==> src/rtl/debounce_event_counter.sv <==
// Multi-channel switch front end: synchroniser, prescaled debouncer with hysteresis,
// press/release pulses and per-channel press counters with wrap flag, all on clk.
module debounce_event_counter #(
   parameter int unsigned N_CH       = 4,
   parameter int unsigned PRESC_W    = 16,
   parameter int unsigned DEPTH      = 5,
   parameter int unsigned CNT_W      = 4,
   parameter bit          ACTIVE_LOW = 1'b1
) (
   input  logic                    clk,
   input  logic                    rst_n,
   input  logic [N_CH-1:0]         sw_in,
   input  logic                    cnt_en,
   input  logic                    clr,
   output logic [N_CH-1:0]         sw_level,
   output logic [N_CH-1:0]         press_pulse,
   output logic [N_CH-1:0]         release_pulse,
   output logic [N_CH*CNT_W-1:0]   count,
   output logic [N_CH-1:0]         wrap
);

   localparam logic             IDLE    = ACTIVE_LOW;
   localparam logic [N_CH-1:0]  IDLE_V  = {N_CH{IDLE}};
   localparam logic [DEPTH-1:0] IDLE_SH = {DEPTH{IDLE}};

   logic [N_CH-1:0]             sync1;
   logic [N_CH-1:0]             sync2;
   logic [PRESC_W-1:0]          presc;
   logic                        tick_c;
   logic [N_CH-1:0][DEPTH-1:0]  sh;
   logic [N_CH-1:0]             level_nxt_c;
   logic [N_CH-1:0]             changed_c;
   logic [N_CH-1:0]             press_c;
   logic [N_CH-1:0]             release_c;
   logic [N_CH-1:0][CNT_W-1:0]  cnt_q;

   // Two-flop synchroniser per channel
   always_ff @(posedge clk or negedge rst_n) begin
      if (!rst_n) begin
         sync1 <= IDLE_V;
         sync2 <= IDLE_V;
      end else begin
         sync1 <= sw_in;
         sync2 <= sync1;
      end
   end

   // Shared free-running sample prescaler
   always_ff @(posedge clk or negedge rst_n) begin
      if (!rst_n) presc <= '0;
      else        presc <= presc + PRESC_W'(1);
   end

   assign tick_c = &presc;

   // Hysteresis: leave current level only when every stored sample disagrees
   always_comb begin
      level_nxt_c = sw_level;
      for (int unsigned i = 0; i < N_CH; i++) begin
         if (tick_c) level_nxt_c[i] = sw_level[i] ? (|sh[i]) : (&sh[i]);
      end
      changed_c = sw_level ^ level_nxt_c;
      press_c   = changed_c & (level_nxt_c ^ IDLE_V);
      release_c = changed_c & ~(level_nxt_c ^ IDLE_V);
   end

   always_ff @(posedge clk or negedge rst_n) begin
      if (!rst_n) begin
         sh            <= {N_CH{IDLE_SH}};
         sw_level      <= IDLE_V;
         press_pulse   <= '0;
         release_pulse <= '0;
      end else begin
         if (tick_c) begin
            for (int unsigned i = 0; i < N_CH; i++) begin
               sh[i] <= {sh[i][DEPTH-2:0], sync2[i]};
            end
         end
         sw_level      <= level_nxt_c;
         press_pulse   <= press_c;
         release_pulse <= release_c;
      end
   end

   // Press counters update on the same edge that raises press_pulse; clr wins
   always_ff @(posedge clk or negedge rst_n) begin
      if (!rst_n) begin
         cnt_q <= '0;
         wrap  <= '0;
      end else if (clr) begin
         cnt_q <= '0;
         wrap  <= '0;
      end else begin
         for (int unsigned i = 0; i < N_CH; i++) begin
            if (press_c[i] && cnt_en) begin
               cnt_q[i] <= cnt_q[i] + CNT_W'(1);
               wrap[i]  <= &cnt_q[i];
            end else begin
               wrap[i]  <= 1'b0;
            end
         end
      end
   end

   assign count = cnt_q;

endmodule

==> config.mk <==
export PLATFORM = sky130hd
export DESIGN_NAME = debounce_event_counter
export DESIGN_NICKNAME = d
export VERILOG_FILES = /design/src/rtl/debounce_event_counter.sv
export SDC_FILE = /design/constraint.sdc
export NUM_CORES = 1
export LEC_CHECK = 0
export CAP_MARGIN = 40
export CORE_MARGIN = 3
export CORE_UTILIZATION = 55
export CTS_CLUSTER_DIAMETER = 80
export DETAILED_ROUTE_END_ITERATION = 8
export HOLD_SLACK_MARGIN = 0.1
export PLACE_DENSITY = 0.82
export SLEW_MARGIN = 25
export SYNTH_ARGS = -nofsm -noshare
export SYNTH_HDL_FRONTEND = slang
export SYNTH_SLANG_ARGS = --single-unit
==> constraint.sdc <==
create_clock -name clk -period 2.3 [get_ports clk]
set_clock_uncertainty 0.1 [all_clocks]
set_input_delay 0.575 -clock clk [delete_from_list [all_inputs] [get_ports clk]]
set_output_delay 0.575 -clock clk [all_outputs]
set_load 0.02 [all_outputs]
# --- Word level (Yosys, flattened, before mapping) ---
# Cells that the tools add are included.
classes:
  n_addsub: 5
  mul: 0
  div: 0
  order_cmp: 0
  eq_ne: 0
  shift: 0
  mux: 18
  bitwise_logic: 5
  n_reduce_logical: 21
op_table:
  columns: ["cell", "count"]
  rows:
  - ["$mux W4", 5]
  - ["$reduce_and A5 Y1", 4]
  - ["$reduce_or A5 Y1", 4]
  - ["$add A16 B1 Y16 const B", 1]
  - ["$add A4 B1 Y4 const B", 4]
  - ["$mux W16", 1]
  - ["$reduce_and A16 Y1", 1]
  - ["$reduce_and A4 Y1", 4]
  - ["$mux W1", 12]
  - ["$and A4 B4 Y4", 2]
  - ["$not A4 Y4", 2]
  - ["$reduce_bool A2 Y1", 4]
  - ["$logic_and A1 B1 Y1", 4]
  - ["$xor A4 B4 Y4", 1]
totals:
  regBits: 76
  latch_bits: 0
  ramBits: 0
  mem_bits_ro: 0
  inputBits: 8
  output_inout_bits: 32
  elab_cells: 64
  mem_count: 0

# --- Depth between registers and ports, before layout ---
# Gate-level depths: netlist of run 1.
depth:
  depth_word: 8
  ltp_mapped: 6
  ltp_nobuf: 5

# --- Worst setup path after synthesis of run 1 ---
# Ideal clock, no wire load.
synth_path:
  path_kind: "flip-flop to flip-flop"
  start: "register presc[0]"
  end: "register cnt_q, in the netlist count[11]"
  setup_time_ps: 78
  arrival_time_ps: 1881
  required_ps: 2122
  slack_ps: 241
  stages_incl_launch_ff: 7
  path_buffers: 1
  period_less_slack_ps: 2059
  cell_sequence: "dfrtp_1 -> ha_1 -> nand4_1 -> or4_4 -> buf_6 -> or4_1 -> a21oi_1"
synth_between:
  elab_chain_len: 6
  elab_cells_between_ends: 7
  classes_between: "mux: 1; bitwise: 3; reduce/logical: 3"
synth_lines:
  columns: ["element", "line_no", "rtl"]
  rows:
  - ["start: declaration", "28", "logic [PRESC_W-1:0] presc;"]
  - ["start signal: assignment", "51", "else presc <= presc + PRESC_W'(1);"]
  - ["$reduce_and A16 Y1 *", "54", "assign tick_c = &presc;"]
  - ["$mux W1 *", "60", "if (tick_c) level_nxt_c[i] = sw_level[i] ? (|sh[i]) : (&sh[i]);"]
  - ["$xor A4 B4 Y4 / $not A4 Y4 (equally long branches)", null, null]
  - ["$and A4 B4 Y4 *", "63", "press_c = changed_c & (level_nxt_c ^ IDLE_V);"]
  - ["$logic_and A1 B1 Y1 *", "95", "if (press_c[i] && cnt_en) begin"]
  - ["$reduce_bool A2 Y1 (no line) *", null, null]
  - ["end signal: indexed assignment", "96", "cnt_q[i] <= cnt_q[i] + CNT_W'(1);"]
  - ["end: declaration", "35", "logic [N_CH-1:0][CNT_W-1:0] cnt_q;"]
# Every way passes the cells marked *; elsewhere a longest branch is shown, timed or not.
# A chain may end at the register's enable or synchronous reset.

# --- Final worst setup path of run 1 ---
layout_path:
  start: "input port cnt_en"
  end: "register cnt_q, in the netlist count[11]"
layout_between:
  elab_chain_len: 2
layout_lines:
  columns: ["element", "line_no", "rtl"]
  rows:
  - ["start: declaration", "13", "input logic cnt_en,"]
  - ["$logic_and A1 B1 Y1", "95", null]
  - ["$reduce_bool A2 Y1 (no line)", null, null]
# Every way passes these cells.

==> results of run 1 <==
==> per-layer routing <==
| layer | track usage [%] | up-vias | part of all wire [%] |
|---|---|---|---|
| met5 | 0 | - | 0 |
| met4 | 9.63 | 0 | 2.5 |
| met3 | 4.50 | 16 | 4.8 |
| met2 | 30.3 | 79 | 50 |
| met1 | 27.4 | 1129 | 43 |
| li1 | - | 1081 | - |
==> path summary, 6_finish.rpt <==
path | end | cells past startpoint | slack (ns) | startpoint
max in group asynchronous | sh[16] | 2 | 1.60 | rst_n
max reg2reg | count[11] | 5 | 0.07 | presc[1]
min | count[5] | 2 | 0.15 | rst_n
max | count[11] | 5 | -0.03 | cnt_en
min reg2reg | sync2[2] | 0 | 0.26 | sync1[2]
min in group clk | sync2[2] | 0 | 0.26 | sync1[2]
==> kinds of logic (layout without fill, tap and decap cells) <==
group | after synthesis | count (layout)
compound gates | 36 | 36
xor+xnor | 14 | 14
fa+ha+maj | 5 | 5
buf+inv | 17 | 77
flops | 76 | 76
mux | 20 | 20
simple gates | 98 | 99
==> through the flow <==
stage | util, % | power, W
finish | 71.6 | 0.00245
global route | 71.6 | 0.00253
CTS | 70.9 | 0.00247
floorplan | - | 0.00138
detailed placement | 67.0 | 0.00142
global placement | 67.0 | 0.00142
==> worst register-to-register path, stage by stage, from the launching register on <==
cell	delay, ns
dfrtp_1	0.40
ha_1	0.22
nand4_1	0.19
or4_4	0.54
or4_1	0.54
a21oi_2	0.16
==> sequential cells by signal, summed over array words and instances (netlist names) <==
| name | flops |
|---|---|
| presc | 16 |
| wrap | 4 |
| sync2 | 4 |
| sw_level | 4 |
| sync1 | 4 |
| count | 16 |
| sh | 20 |
| release_pulse | 4 |
| press_pulse | 4 |
==> cell usage in the layout (no fill, tap or decap) <==
| cell | netlist | routed |
|---|---|---|
| clkinv_4 | 0 | 2 |
| nand4_1 | 9 | 9 |
| a21oi_1 | 16 | 13 |
| nor2b_1 | 1 | 1 |
| and3_1 | 5 | 5 |
| and2_1 | 1 | 1 |
| clkbuf_1 | 6 | 1 |
| nor2_1 | 13 | 13 |
| buf_12 | 0 | 1 |
| or4_1 | 9 | 8 |
| ha_1 | 5 | 5 |
| a21oi_2 | 0 | 3 |
| o22a_1 | 3 | 3 |
| or2_2 | 1 | 1 |
| o31ai_1 | 8 | 8 |
| buf_4 | 0 | 13 |
| clkbuf_8 | 0 | 10 |
| clkbuf_16 | 0 | 2 |
| dfrtp_1 | 44 | 44 |
| or3_1 | 6 | 6 |
| nor4_1 | 2 | 2 |
| dfstp_2 | 32 | 32 |
| and4_1 | 2 | 2 |
| inv_4 | 0 | 1 |
| nor3_1 | 15 | 15 |
| xnor2_1 | 7 | 7 |
| xor2_1 | 7 | 7 |
| buf_2 | 2 | 1 |
| o21ai_0 | 8 | 8 |
| nor4b_1 | 1 | 1 |
| clkdlybuf4s50_1 | 0 | 38 |
| o32a_1 | 1 | 1 |
| nand3_1 | 22 | 22 |
| nand2_1 | 9 | 9 |
| or4_4 | 1 | 3 |
| nand2b_1 | 1 | 1 |
| inv_1 | 8 | 8 |
| mux2_2 | 20 | 20 |
==> final cells by class <==
type,count,share of cell area (%)
Clock buffer,13,4.82
Clock inverter,3,0.599
Inverter,8,0.757
Multi-Input combinational cell,174,29.9
Sequential cell,76,48.9
Tap cell,72,2.27
Timing Repair Buffer,53,12.7
==> power breakdown <==
group	internal (W)	leakage (nW)	switching, W
Sequential	0.00135	0.932	0.00000174
Clock	0.000559	0.110	0.000491
Combinational	0.0000144	0.601	0.0000316
==> cells in the mapped netlist, types with 6 or more instances <==
| master | count |
|---|---|
| inv_1 | 8 |
| xor2_1 | 7 |
| clkbuf_1 | 6 |
| xnor2_1 | 7 |
| nor2_1 | 13 |
| or3_1 | 6 |
| or4_1 | 9 |
| a21oi_1 | 16 |
| nand3_1 | 22 |
| dfrtp_1 | 44 |
| mux2_2 | 20 |
| o21ai_0 | 8 |
| nor3_1 | 15 |
| nand2_1 | 9 |
| nand4_1 | 9 |
| o31ai_1 | 8 |
| dfstp_2 | 32 |
==> repair_timing <==
action	in CTS	in global routing
setup buffers	0	2
setup endpoints to repair	0	4
gates resized for setup	0	5
==> run_results.csv, run 1 <==
group,metric,value,unit
run_status,run_status,"finished, violations left",
run_status,violations,"negative setup slack",
setup_path,crit_slowest_cell,"or4_4",
detailed_routing,via_per_inst,5.78,
clock_tree,hold_buffers,0,
sta,fmax,430,MHz
placement,port-buffer-count,39,
floorplan,core,5540,um2
logic_synthesis,seq_area_frac_synth,61.1,%
floorplan,die_w,82.0,um
sta,grt_setup_unrepaired,"yes",
setup_path,setup.worst_path.class,"input pin to flip-flop",
setup_path,path_delay_family,"simple AND/OR/NAND/NOR gates",
logic_synthesis,synth-xor-area-share,3.86,%
cells_and_area,multi_input_area,1190,um2
worst_hold_path,hp-class,"input pin to asynchronous set/reset pin",
logic_synthesis,netlist_area,3180,um2
detailed_routing,vias,2305,
cells_and_area,nets,335,
clock_tree,insertion_delay,0.34,ns
pwr,p_leak,1.64,nW
sta,tns,-0.0268,ns
pwr,ir_drop,0.478,mV
cells_and_area,drive_gt1_share,27.2,%
sta,final_max_slew_viol_count,0,
detailed_routing,wl,6440,um
sta,setup_viol,1,
cells_and_area,areaGrowthSynthToFinish,24.9,%
logic_synthesis,synthMuxAreaShare,7.09,%
sta,hold_viol,0,
floorplan,boundaryPins,40,
logic_synthesis,synthCells,266,
setup_path,crit_fanout,13,
logic_synthesis,syn_nets,279,
clock_tree,cts_buffers,9,
detailed_routing,drt-pass1-iter-count,5,
floorplan,die_h,82.0,um
clock_tree,cts_max_path_buffers,2,
placement,place_ws,-0.347,ns
logic_synthesis,synth_edf_count,0,
logic_synthesis,synth_area_leaders,"dfrtp_1 35%, dfstp_2 26%, mux2_2 7.1%, nand3_1 3.5%, a21oi_1 2.5%",
setup_path,worst-path-buf-inv,1,
placement,dp.cells,380,
logic_synthesis,yosys.area.top_type,"dfrtp_1",
logic_synthesis,synth_top_area_share,34.6,%
global_routing,grt_first_pass_wirelength,10200,um
setup_path,endpoint_kind,"flip-flop",
placement,place_area,3710,um2
global_routing,antenna_found_initial,0,
logic_synthesis,synth_ff_type,"dfrtp_1",
floorplan,start_util,57.4,%
setup_path,start_kind,"input pin",
logic_synthesis,synth_top_family_by_area,"simple AND/OR/NAND/NOR gates",
sta,period_share,101,%
logic_synthesis,synth.distinct_cells,31,
clock_tree,clk_pin_slew_worst_paths,0.08,ns
detailed_routing,drtAntennaViolNets,0,
floorplan,die_area,6730,um2
detailed_routing,drtIter0Drc,142,
logic_synthesis,postSynthAreaPerCell,11.9,um2
detailed_routing,avgRoutedWirePerCell,16.1,um
logic_synthesis,synthAdderAreaFrac,1.97,%
flow_run,drv_cap,0,
global_routing,grt_pass1_vias,2131,
clock_tree,htree_levels,3,
logic_synthesis,synth-compound-area-share,6.81,%
setup_path,cp.arrival,2.49,ns
floorplan,rows,27,
logic_synthesis,ys_async_sr_fraction,100,%
global_routing,grt_use_total,20.1,%
placement,dp_hpwl,4050,um
cells_and_area,area.sequential,1940,um2
cells_and_area,fill_cells,388,
setup_path,slowest_delay,0.54,ns
cells_and_area,antennaDiodeCount,0,
global_routing,gr-total-overflow,0,
sta,slew_headroom,71.6,%
setup_path,crit_chain,"clkdlybuf4s50_1 -> nand4_1 -> or4_4 -> or4_1 -> a21oi_2",
sta,fin_crit,2.33,ns
sta,worstMarginPinSlew,0.420,ns
global_routing,grt_max_degree,77,
detailed_routing,route.detailed.drc,0,
clock_tree,cts-root-buf,"clkbuf_8",
sta,fin_hold_ws,0.154,ns
sta,setup_ws,-0.0268,ns
logic_synthesis,yosysWarnings,0,
cells_and_area,fin_area,3970,um2
setup_path,required,2.46,ns
placement,place_congestion,0.798,
clock_tree,cts_sinks,76,
cells_and_area,finalNonFillerCells,399,
logic_synthesis,yosys.area_share.simple,16.9,%
clock_tree,cts_tree,"done",
pwr,power_density,617,nW/um2
logic_synthesis,synth_seq_cells,76,
Note: power is estimated with default switching activity, not from simulation.
==> run 2, diff against run 1 <==
CORE_ASPECT_RATIO = 0.75   (was unset)
SKIP_LAST_GASP = 1   (was unset)
==> run 2 against run 1 <==
  * The run now ends clean
  * Final area is 2.8% lower
  * Count of clock-buffer cells in the layout down 3
  * Cell count decreased by 1.0%
  * Setup slack improved by 0.077 ns
  * Clock power fell by 16%
  * Wire length shrank 5.9%
  * Utilization fell by 1.1 points
  * Non-clock buffer count decreased by 6
  * Die area is 0.14% higher
  * Combinational power is essentially flat
==> run_results.csv, run 2 (synthesized netlist as in run 1, its figures left out) <==
group,metric,value,unit
setup_path,required,2.48,ns
setup_path,worstReg2RegStart,"presc[0]",
setup_path,reg2reg_to,"count[15]",
setup_path,crit_fanout,27,
cells_and_area,largest_register_ffs,20,
cells_and_area,finalNonFillerCells,395,
pwr,power_density,590,nW/um2
floorplan,die_area,6740,um2
placement,port-buffer-count,39,
detailed_routing,vias,2265,
sta,grt_setup_unrepaired,"yes",
global_routing,grt_first_pass_wirelength,10400,um
detailed_routing,avgRoutedWirePerCell,15.4,um
sta,worstMarginPinSlew,0.450,ns
clock_tree,post_cts_buffers,0,
clock_tree,clk_pin_slew_worst_paths,0.08,ns
clock_tree,cts_buffers,9,
floorplan,rows,23,
placement,dp_hpwl,4060,um
cells_and_area,final_cell_mix,"44 x dfrtp_1, 38 x clkdlybuf4s50_1, 32 x dfstp_2",
sta,final_max_slew_viol_count,0,
detailed_routing,drt-pass1-iter-count,4,
setup_path,ff2ff_setup_slack,0.17,ns
clock_tree,cts-root-buf,"clkbuf_8",
detailed_routing,drtIter0Drc,137,
cells_and_area,layout_commonest_cell,"dfrtp_1",
setup_path,start_kind,"input pin",
run_status,run_status,"completed",
cells_and_area,antennaDiodeCount,0,
clock_tree,insertion_delay,0.35,ns
worst_hold_path,hp-class,"input pin to asynchronous set/reset pin",
detailed_routing,drtAntennaViolNets,0,
setup_path,cp.arrival,2.43,ns
sta,period_share,97.8,%
floorplan,boundaryPins,40,
setup_path,crit_start,"cnt_en",
cells_and_area,drive_gt1_share,24.7,%
detailed_routing,via_per_inst,5.73,
floorplan,start_util,58.1,%
floorplan,core,5470,um2
floorplan,die_h,71.8,um
clock_tree,hold_buffers,0,
setup_path,rr_worst_depth,5,
global_routing,antenna_found_initial,0,
floorplan,die_w,93.8,um
clock_tree,htree_levels,3,
setup_path,endpoint_kind,"flip-flop",
global_routing,grt_max_degree,77,
global_routing,grt_pass1_vias,2205,
setup_path,crit_end,"count[15]",
flow_run,drv_cap,0,
placement,place_congestion,0.798,
cells_and_area,regMostFlops,"sh",
global_routing,grt_use_total,20.1,%
detailed_routing,route.detailed.drc,0,
placement,place_area,3690,um2
global_routing,gr-total-overflow,0,
placement,dp.cells,379,
sta,hold_viol,0,
clock_tree,cts_sinks,76,
sta,setup_viol,0,
clock_tree,cts_tree,"done",
cells_and_area,nets,328,
pwr,p_leak,1.59,nW
setup_path,setup.worst_path.class,"input pin to flip-flop",
clock_tree,cts_max_path_buffers,2,
sta,setup_ws,0.0502,ns
clock_tree,cts_resized,0,
cells_and_area,areaGrowthSynthToFinish,21.4,%
sta,fin_crit,2.25,ns
sta,fmax,444,MHz
cells_and_area,fin_area,3860,um2
sta,slew_headroom,69.7,%
pwr,ir_drop,0.417,mV
detailed_routing,wl,6060,um
cells_and_area,final_core_util,70.6,%
placement,place_ws,-0.304,ns
sta,tns,0,ns
-- run 2: changes by cell type in the layout (fill, tap and decap cells not counted), sizes merged --
| cell | previous run | this run |
|---|---|---|
| buf | 15 | 9 |
| clkbuf | 13 | 10 |
| clkinv | 2 | 3 |
| clkinvlp | 0 | 1 |
| inv | 9 | 10 |
| or4 | 11 | 10 |
-- run 2: power breakdown --
group          switching [W]  internal (W)
sequential        0.00000178       0.00135
clock               0.000486      0.000391
combinational      0.0000316     0.0000144
-- run 2: metrics by stage --
stage | hold WS (ns) | total power [W]
floorplan | 0.179 | 0.00138
global placement | 0.246 | 0.00142
detailed placement | 0.248 | 0.00142
CTS | 0.147 | 0.00230
global route | 0.138 | 0.00238
finish | 0.127 | 0.00228
-- run 2: worst min path at each step --
stage	endpoint	depth (start not counted)	from	slack [ns]
2_1_floorplan	count[0]	0	rst_n	0.18
3_3_place_gp	sync2[0]	0	sync1[0]	0.25
3_5_place_dp	sync2[0]	0	sync1[0]	0.25
4_1_cts	wrap[2]	2	rst_n	0.15
5_1_grt	count[10]	2	rst_n	0.14
6_report	wrap[2]	2	rst_n	0.13
-- run 2: critical path: stages --
cell,delay [ns]
clkdlybuf4s50_1,0.49
nand4_1,0.12
or4_4,0.58
or4_1,0.50
a21oi_1,0.15
-- run 2: metal layers --
metal / vias to the layer above / GRT usage [%] / part of all wire, %
met4: 0 / 7.21 / 1.3
met3: 12 / 7.24 / 5.6
met2: 57 / 31.2 / 48
met5: - / 0 / 0
li1: 1077 / - / -
met1: 1119 / 26.3 / 46
-- run 2: layout make-up --
type	instances	area, um2
fill	410	1610
timing repair buffer	47	458
clock inverter	6	38.8
sequential	76	1940
tap	75	93.8
inverter	8	30.0
multi-input combinational	173	1170
clock buffer	10	128
